**config.mk**
```make
export PLATFORM = sky130hd
export DESIGN_NAME = mul_div_32
export DESIGN_NICKNAME = d
export VERILOG_FILES = /design/src/rtl/mul_div_pkg.sv /design/src/rtl/div_restore_step.sv /design/src/rtl/mul_div_32.sv
export SDC_FILE = /design/constraint.sdc
export NUM_CORES = 1
export LEC_CHECK = 0
export CORE_ASPECT_RATIO = 0.5
export CORE_MARGIN = 8
export CORE_UTILIZATION = 25
export DETAILED_ROUTE_END_ITERATION = 8
export GPL_ROUTABILITY_DRIVEN = 0
export PLACE_DENSITY = 0.4
export SETUP_SLACK_MARGIN = 0.3
export SLEW_MARGIN = 25
export SYNTH_ARGS = -nofsm -noshare
export SYNTH_HDL_FRONTEND = slang
export SYNTH_SLANG_ARGS = --single-unit
```
**constraint.sdc**
```tcl
create_clock -name in_clk -period 5.6 [get_ports in_clk]
set_clock_uncertainty 0.05 [all_clocks]
set_input_delay 0.84 -clock in_clk [delete_from_list [all_inputs] [get_ports in_clk]]
set_output_delay 0.84 -clock in_clk [all_outputs]
set_load 0.02 [all_outputs]
```
**src/rtl/mul_div_pkg.sv**
```systemverilog
// Shared definitions for the multi-cycle multiply/divide unit and its control unit.
package mul_div_pkg;

    localparam int unsigned MdWidth = 32;
    localparam int unsigned MdIter  = MdWidth;
    localparam int unsigned MdCntW  = $clog2(MdIter);

    // ALU opcodes handled here rather than by the combinational ALU
    localparam logic [3:0] OpMul = 4'b1000;
    localparam logic [3:0] OpDiv = 4'b1001;

    typedef enum logic [1:0] {
        StIdle = 2'd0,
        StCalc = 2'd1,
        StFix  = 2'd2,
        StDone = 2'd3
    } md_state_e;

endpackage

```
**src/rtl/div_restore_step.sv**
```systemverilog
// One restoring-division iteration on unsigned magnitudes.
module div_restore_step #(
    parameter int unsigned WIDTH = 32
) (
    input  logic [WIDTH-1:0] rem,
    input  logic [WIDTH-1:0] quo,
    input  logic [WIDTH-1:0] divisor,
    output logic [WIDTH-1:0] rem_next,
    output logic [WIDTH-1:0] quo_next
);

    logic [WIDTH:0] shifted;
    logic [WIDTH:0] diff;
    logic           fits;
    logic           unused_diff_msb;

    // Shift {R,Q} left by one, trial-subtract the divisor and keep it only if non-negative.
    always_comb begin
        shifted  = {rem, quo[WIDTH-1]};
        diff     = shifted - {1'b0, divisor};
        fits     = (shifted >= {1'b0, divisor});
        // Both branches are below the divisor, so the top bit is always zero here
        rem_next = fits ? diff[WIDTH-1:0] : shifted[WIDTH-1:0];
        quo_next = {quo[WIDTH-2:0], fits};
    end

    assign unused_diff_msb = diff[WIDTH];

endmodule

```
**src/rtl/mul_div_32.sv**
```systemverilog
// Multi-cycle signed multiply (radix-2 Booth) / divide (restoring) unit with start/done handshake.
module mul_div_32
    import mul_div_pkg::*;
#(
    parameter int unsigned WIDTH = MdWidth,
    parameter int unsigned ITER  = WIDTH
) (
    input  logic             in_clk,
    input  logic             in_reset,
    input  logic             in_start,
    input  logic             in_div,
    input  logic [WIDTH-1:0] in_a,
    input  logic [WIDTH-1:0] in_b,
    output logic             out_busy,
    output logic             out_done,
    output logic [WIDTH-1:0] out_hi,
    output logic [WIDTH-1:0] out_lo
);

    localparam int unsigned CntW = (ITER > 1) ? $clog2(ITER) : 1;

    md_state_e        state_q;
    logic [CntW-1:0]  cnt_q;
    logic [WIDTH-1:0] hi_q;     // Booth HI / division remainder
    logic [WIDTH-1:0] lo_q;     // Booth LO / division quotient
    logic             qm1_q;    // Booth q-1 bit
    logic [WIDTH-1:0] b_q;      // multiplier, or divisor magnitude
    logic             div_q;
    logic             a_neg_q;
    logic             b_neg_q;

    logic [WIDTH-1:0] a_mag;
    logic [WIDTH-1:0] b_mag;
    logic [WIDTH:0]   hi_ext;
    logic [WIDTH:0]   b_ext;
    logic [WIDTH:0]   booth_sum;
    logic [WIDTH-1:0] rem_next;
    logic [WIDTH-1:0] quo_next;

    // Operand magnitudes for division; -2^(W-1) maps onto itself, which is correct unsigned.
    always_comb begin
        a_mag = in_a[WIDTH-1] ? (~in_a + 1'b1) : in_a;
        b_mag = in_b[WIDTH-1] ? (~in_b + 1'b1) : in_b;
    end

    // Booth add/subtract on sign-extended operands so subtracting the most negative value works.
    always_comb begin
        hi_ext = {hi_q[WIDTH-1], hi_q};
        b_ext  = {b_q[WIDTH-1], b_q};
        unique case ({lo_q[0], qm1_q})
            2'b01:   booth_sum = hi_ext + b_ext;
            2'b10:   booth_sum = hi_ext - b_ext;
            default: booth_sum = hi_ext;
        endcase
    end

    div_restore_step #(
        .WIDTH (WIDTH)
    ) u_div_step (
        .rem      (hi_q),
        .quo      (lo_q),
        .divisor  (b_q),
        .rem_next (rem_next),
        .quo_next (quo_next)
    );

    // Control FSM, datapath registers and registered outputs.
    always_ff @(posedge in_clk) begin
        if (in_reset) begin
            state_q  <= StIdle;
            cnt_q    <= '0;
            hi_q     <= '0;
            lo_q     <= '0;
            qm1_q    <= 1'b0;
            b_q      <= '0;
            div_q    <= 1'b0;
            a_neg_q  <= 1'b0;
            b_neg_q  <= 1'b0;
            out_busy <= 1'b0;
            out_done <= 1'b0;
            out_hi   <= '0;
            out_lo   <= '0;
        end else begin
            out_done <= 1'b0;
            unique case (state_q)
                StIdle, StDone: begin
                    if (in_start) begin
                        div_q   <= in_div;
                        a_neg_q <= in_a[WIDTH-1];
                        b_neg_q <= in_b[WIDTH-1];
                        cnt_q   <= CntW'(ITER - 1);
                        hi_q    <= '0;
                        qm1_q   <= 1'b0;
                        lo_q    <= in_div ? a_mag : in_a;
                        b_q     <= in_div ? b_mag : in_b;
                        if (in_div && (in_b == '0)) begin
                            // Divide by zero skips the iterations entirely
                            state_q  <= StDone;
                            out_done <= 1'b1;
                            out_hi   <= in_a;
                            out_lo   <= '1;
                        end else begin
                            state_q  <= StCalc;
                            out_busy <= 1'b1;
                        end
                    end else begin
                        state_q <= StIdle;
                    end
                end
                StCalc: begin
                    if (div_q) begin
                        hi_q <= rem_next;
                        lo_q <= quo_next;
                    end else begin
                        // Arithmetic right shift of {sum, LO, q-1}
                        hi_q  <= booth_sum[WIDTH:1];
                        lo_q  <= {booth_sum[0], lo_q[WIDTH-1:1]};
                        qm1_q <= lo_q[0];
                    end
                    if (cnt_q == '0) begin
                        state_q <= StFix;
                    end else begin
                        cnt_q <= cnt_q - 1'b1;
                    end
                end
                StFix: begin
                    if (div_q) begin
                        // Quotient truncates toward zero; remainder takes the dividend's sign
                        out_lo <= (a_neg_q ^ b_neg_q) ? (~lo_q + 1'b1) : lo_q;
                        out_hi <= a_neg_q ? (~hi_q + 1'b1) : hi_q;
                    end else begin
                        out_lo <= lo_q;
                        out_hi <= hi_q;
                    end
                    out_busy <= 1'b0;
                    out_done <= 1'b1;
                    state_q  <= StDone;
                end
                default: state_q <= StIdle;
            endcase
        end
    end

endmodule
```
# Word-level counts from Yosys, hierarchy flattened
# Cells that the tools add are included.
[word_totals]
register_bits = 173
wordCells = 92
[op_classes]
n_eq_ne = 12
bitwise = 5
addsub = 8
n_lt_le_gt_ge = 1
n_mux = 38
reduce_logical = 14
[op_table]
columns = ["cell", "count"]
rows = [
  ["32-bit 2-to-1 mux", 17],
  ["32-bit one-hot mux with 2 select lines", 4],
  ["32-bit by 1-bit adder with 32-bit output, second input constant", 4],
  ["32-bit NOT", 4],
  ["33-bit one-hot mux with 2 select lines", 1],
  ["32-bit by 32-bit adder with 33-bit output", 1],
  ["33-bit by 32-bit >= comparator with 1-bit output", 1],
  ["32-bit by 32-bit subtractor with 33-bit output", 1],
  ["32-bit logical NOT", 1],
  ["32-bit subtractor", 1],
  ["3-bit AND reduction", 5],
  ["2-bit inequality test, second input constant", 6],
  ["5-bit 2-to-1 mux", 2],
  ["5-bit one-hot mux with 2 select lines", 1],
  ["2-bit equality test, second input constant", 3],
  ["1-bit 2-to-1 mux", 6],
  ["2-bit 2-to-1 mux", 3],
  ["1-bit one-hot mux with 2 select lines", 3],
  ["2-bit one-hot mux with 3 select lines", 1],
  ["5-bit logical NOT", 1],
  ["5-bit by 1-bit subtractor with 5-bit output, second input constant", 1],
  ["2-bit by 1-bit equality test with 1-bit output, second input constant", 2],
  ["4-bit inequality test, second input constant", 1],
  ["2-bit AND reduction", 2],
  ["5 further kinds", 6],
]

# Longest topological paths before layout
[depth]
depth_word = 6
mapped_depth = 19
mapped_depth_nobuf = 18

# Modules after synthesis
# A second synthesis with hierarchy kept.
[hier_totals]
hier_cells = 2046
area_unflattened_um2 = 15128.3
[modules_own_cells]
columns = ["mod", "cells_per_inst", "area_each_um2", "instances"]
rows = [
  ["mul_div_32", 1691, 12557.0, 1],
  ["div_restore_step", 355, 2571.2, 1],
]

# Worst setup path before layout
# Ideal clock, no wire load.
[synth_path]
kind = "flip-flop to flip-flop"
from = "register b_q[2]"
to = "register hi_q[31]"
setup_ns = 0.101
synth_period_minus_slack_ns = 4.365
stages_incl_launch_ff = 18
setup_slack_ns = 1.235
n_path_buf = 1
arrival_time_ns = 4.214
cell_sequence = "dfxtp_1 or3_1 or3_1 nor3_1 and3_1 and3_1 a21oi_1 xnor2_1 ha_1 clkbuf_1 a21oi_1 o21ai_0 a21o_1 or4_1 o31a_1 xnor2_1 a22oi_1 o41ai_1"
[synth_via]
elab_chain_len = 4
word_cells_on_any_way = 8
[synth_lines]
columns = ["element", "line", "text"]
rows = [
  ["start: declaration", "mul_div_32.sv:27", "logic [WIDTH-1:0] b_q;"],
  ["start signal: assignment", "mul_div_32.sv:95", "b_q <= in_div ? b_mag : in_b;"],
  ["32-bit by 32-bit subtractor with 33-bit output (tied with other cells)", "mul_div_32.sv:52", "2'b10: booth_sum = hi_ext - b_ext;"],
  ["33-bit one-hot mux with 2 select lines / 32-bit 2-to-1 mux (equally long branches)", "mul_div_32.sv:50, div_restore_step.sv:23", ""],
  ["32-bit 2-to-1 mux (*)", "mul_div_32.sv:111", "if (div_q) begin"],
  ["32-bit one-hot mux with 2 select lines (*)", "mul_div_32.sv:85", "unique case (state_q)"],
  ["end signal: assignment", "mul_div_32.sv:112", "hi_q <= rem_next;"],
  ["end signal: assignment", "mul_div_32.sv:116", "hi_q <= booth_sum[WIDTH:1];"],
  ["end: declaration", "mul_div_32.sv:24", "logic [WIDTH-1:0] hi_q;"],
]
# Every way passes the cells marked *; elsewhere a longest branch is shown, timed or not.
# A chain may end at the register's enable or synchronous reset.

# Worst setup path after layout
# Same ends and word-level chain as after synthesis.

==> results.py <==
metrics = {
    "timing": {
        "finalCriticalPeriod_ns": 4.89,
        "slew_viol_final": 0,
        "worstMarginPinSlew_ns": 0.958,
        "period_share_pct": 87.4,
        "fin_setup_tns_ns": 0,
        "setup_viol": 0,
        "timing.final.hold_violations": 0,
        "max-slew-margin-rel_pct": 35.3,
        "rsz0062_at_grt": "false",
        "fmax_ghz": 0.204,
    },
    "route": {
        "routed_wl_mm": 53.5,
        "drt_iter0_markers": 1010,
        "drcViolationCount": 0,
        "postRouteAntennaNets": 0,
        "wl_per_cell_um": 19.1,
        "route.vias.total": 14114,
        "viasPerCell": 5.03,
        "first_pass_iters": 5,
    },
    "clock_network": {
        "cts.sinks": 173,
        "htreeDepth": 4,
        "clockBufferDepth": 2,
        "cts-resized-gates": 0,
        "post_cts_buffers": 0,
        "ctsHoldBuffers": 0,
        "cts_tree": "done",
        "cts.clk_slew.worst_paths_ns": 0.09,
        "cts_made_buffers": 17,
        "clock_latency_ns": 0.46,
        "root_buffer": "clkbuf_16",
    },
    "yosys": {
        "synth_nets": 2118,
        "synth.ff_latch_count": 173,
        "synth_area_um2": 14800,
        "synth_area_per_cell_um2": 7.48,
        "synth_edf_count": 0,
        "synth_cells": 1973,
        "synthArstFlopShare_pct": 0,
        "ys.flop_type": "dfxtp_1",
        "ys_types": 83,
        "ys_warn_count": 0,
        "ys_seq_area_share_pct": 23.5,
    },
    "finish": {
        "drive_gt1_share_pct": 6.31,
        "num-nets-final": 2159,
        "final_cells": 2808,
        "layout.cells.most_common_list": "nand2_1 (244), a21oi_1 (216), nor2_1 (172), dfxtp_1 (172), clkdlybuf4s50_1 (132)",
        "finish.utilization_pct": 29.5,
        "final_common_cell": "nand2_1",
        "areaGrowthSynthToFinish_pct": 17.3,
        "fillers": 6444,
    },
    "setup_path": {
        "critPathMaxFanout": 8,
        "start_kind": "flop",
        "crit_path_end_kind": "flop",
        "crit_type": "reg -> reg",
        "cp.arrival_ns": 5.20,
        "cp.required_ns": 5.91,
    },
    "status": {
        "outcome": "finished, final reports clean",
    },
    "power_and_ir_drop": {
        "p_per_area_nw_per_um2": 494,
        "clkPwrFrac_pct": 14.9,
        "ir_worst_vdd_mv": 0.218,
        "p_leak_nw": 6.08,
        "switching_share_pct": 51.0,
        "combPwrFrac_pct": 62.4,
        "seqPwrFrac_pct": 22.8,
        "p_total_mw": 8.56,
        "p_int_mw": 4.20,
        "switchingPower_mw": 4.36,
    },
    "die": {
        "dieWidth_um": 360,
        "core_um2": 58800,
        "ios": 134,
        "initial_utilization_pct": 25.1,
        "rows": 63,
        "die-area_um2": 67500,
        "die_h_um": 188,
    },
    "placement": {
        "dp_hpwl_mm": 41.3,
        "port_buffers": 133,
        "dp.cells": 2775,
    },
    "grt": {
        "first_global_vias": 13600,
        "gr-total-overflow": 0,
        "grt_max_degree": 95,
        "track_usage_pct": 15.4,
        "antenna_found_initial": 4,
        "grt_pass1_wl_mm": 83.6,
    },
    "worst_hold_path": {
        "hold_path.class": "reg -> reg",
    },
    "job": {
        "maxCapViolCount": 0,
    },
}
==> critical path: stages, from the launching register on <==
cell and delay [ns]:
dfxtp_1 0.35, or3_1 0.42, or3_1 0.36, nor3_1 0.47, and3_1 0.35, and3_1 0.26
a21oi_1 0.10, xnor2_1 0.14, ha_1 0.38, a21oi_1 0.23, o21ai_0 0.10, a21o_1 0.21
or4_1 0.47, o31a_1 0.27, xnor2_1 0.17, a22oi_1 0.11, o41ai_1 0.34
==> power by group through the flow <==
stage / Combinational, mW / Clock (mW) / Sequential (mW)
5_1_grt: 5.93 / 1.36 / 2.01
3_3_place_gp: 5.35 / 0 / 1.98
3_5_place_dp: 5.33 / 0 / 1.99
2_1_floorplan: 3.86 / 0 / 1.89
6_report: 5.34 / 1.27 / 1.95
4_1_cts: 5.35 / 1.32 / 1.96
==> metrics by stage <==
stage          setup slack (ns)  instance area (um2)  hold WS (ns)
4_1_cts                   0.683                17300         0.405
3_3_place_gp              0.812                16700         0.390
5_1_grt                   0.412                17300         0.432
6_report                  0.707                17300         0.407
3_5_place_dp              0.739                16700         0.394
2_1_floorplan              1.23                14800         0.398
==> synth_stat cells, types with 43 or more instances <==
cell        n  area [um2]
nand2_1   244         916
a21oi_1   216        1080
nor2_1    174         653
dfxtp_1   173        3460
xnor2_1   126        1100
clkbuf_1  104         390
o21ai_0    96         480
inv_1      87         327
ha_1       75         938
o211ai_1   72         541
xor2_1     71         622
a211oi_1   43         323
==> logic make-up after synthesis <==
| logic type | synth area share [%] |
|---|---|
| multiplexers | 3.00 |
| AND/OR/NAND/NOR | 19.7 |
| AO/OA/AOI/OAI | 29.3 |
| flip-flops | 23.5 |
| XOR/XNOR | 11.7 |
| adder cells (fa/ha/maj) | 6.63 |
| buffers and inverters | 6.20 |
==> registers in the layout, summed over array words and instances, names as in the netlist, 2 cells and up <==
register / count
state_q: 2
cnt_q: 5
b_q: 32
out_hi: 32
hi_q: 32
lo_q: 32
out_lo: 32
==> area by class of cell <==
type                            count  area, um2  area share [%]
Tap cell                          780        976            5.64
Multi-Input combinational cell   1578      10400            60.2
Clock buffer                       17        425            2.46
Sequential cell                   173       3470            20.0
Antenna cell                        1       2.50          0.0144
Timing Repair Buffer              156       1510            8.71
Clock inverter                     15        174            1.00
Inverter                           88        330            1.91
==> layer usage <==
| layer | wire, um | up-vias | GRT usage (%) |
|---|---|---|---|
| li1 | - | 7191 | - |
| met1 | 27500 | 6651 | 22.4 |
| met2 | 23300 | 235 | 24.1 |
| met3 | 2120 | 33 | 2.18 |
| met4 | 530 | 4 | 2.97 |
| met5 | 27 | - | 0 |
==> path summary, 6_finish.rpt <==
kind,cells past startpoint,slack (ns),startpoint,end
max,16,0.71,b_q[2],hi_q[31]
min,2,0.41,out_hi[25],out_hi[25]
max reg2reg,16,0.71,b_q[2],hi_q[31]
min reg2reg,2,0.41,out_hi[25],out_hi[25]
Power figures use the tool's default switching activity.
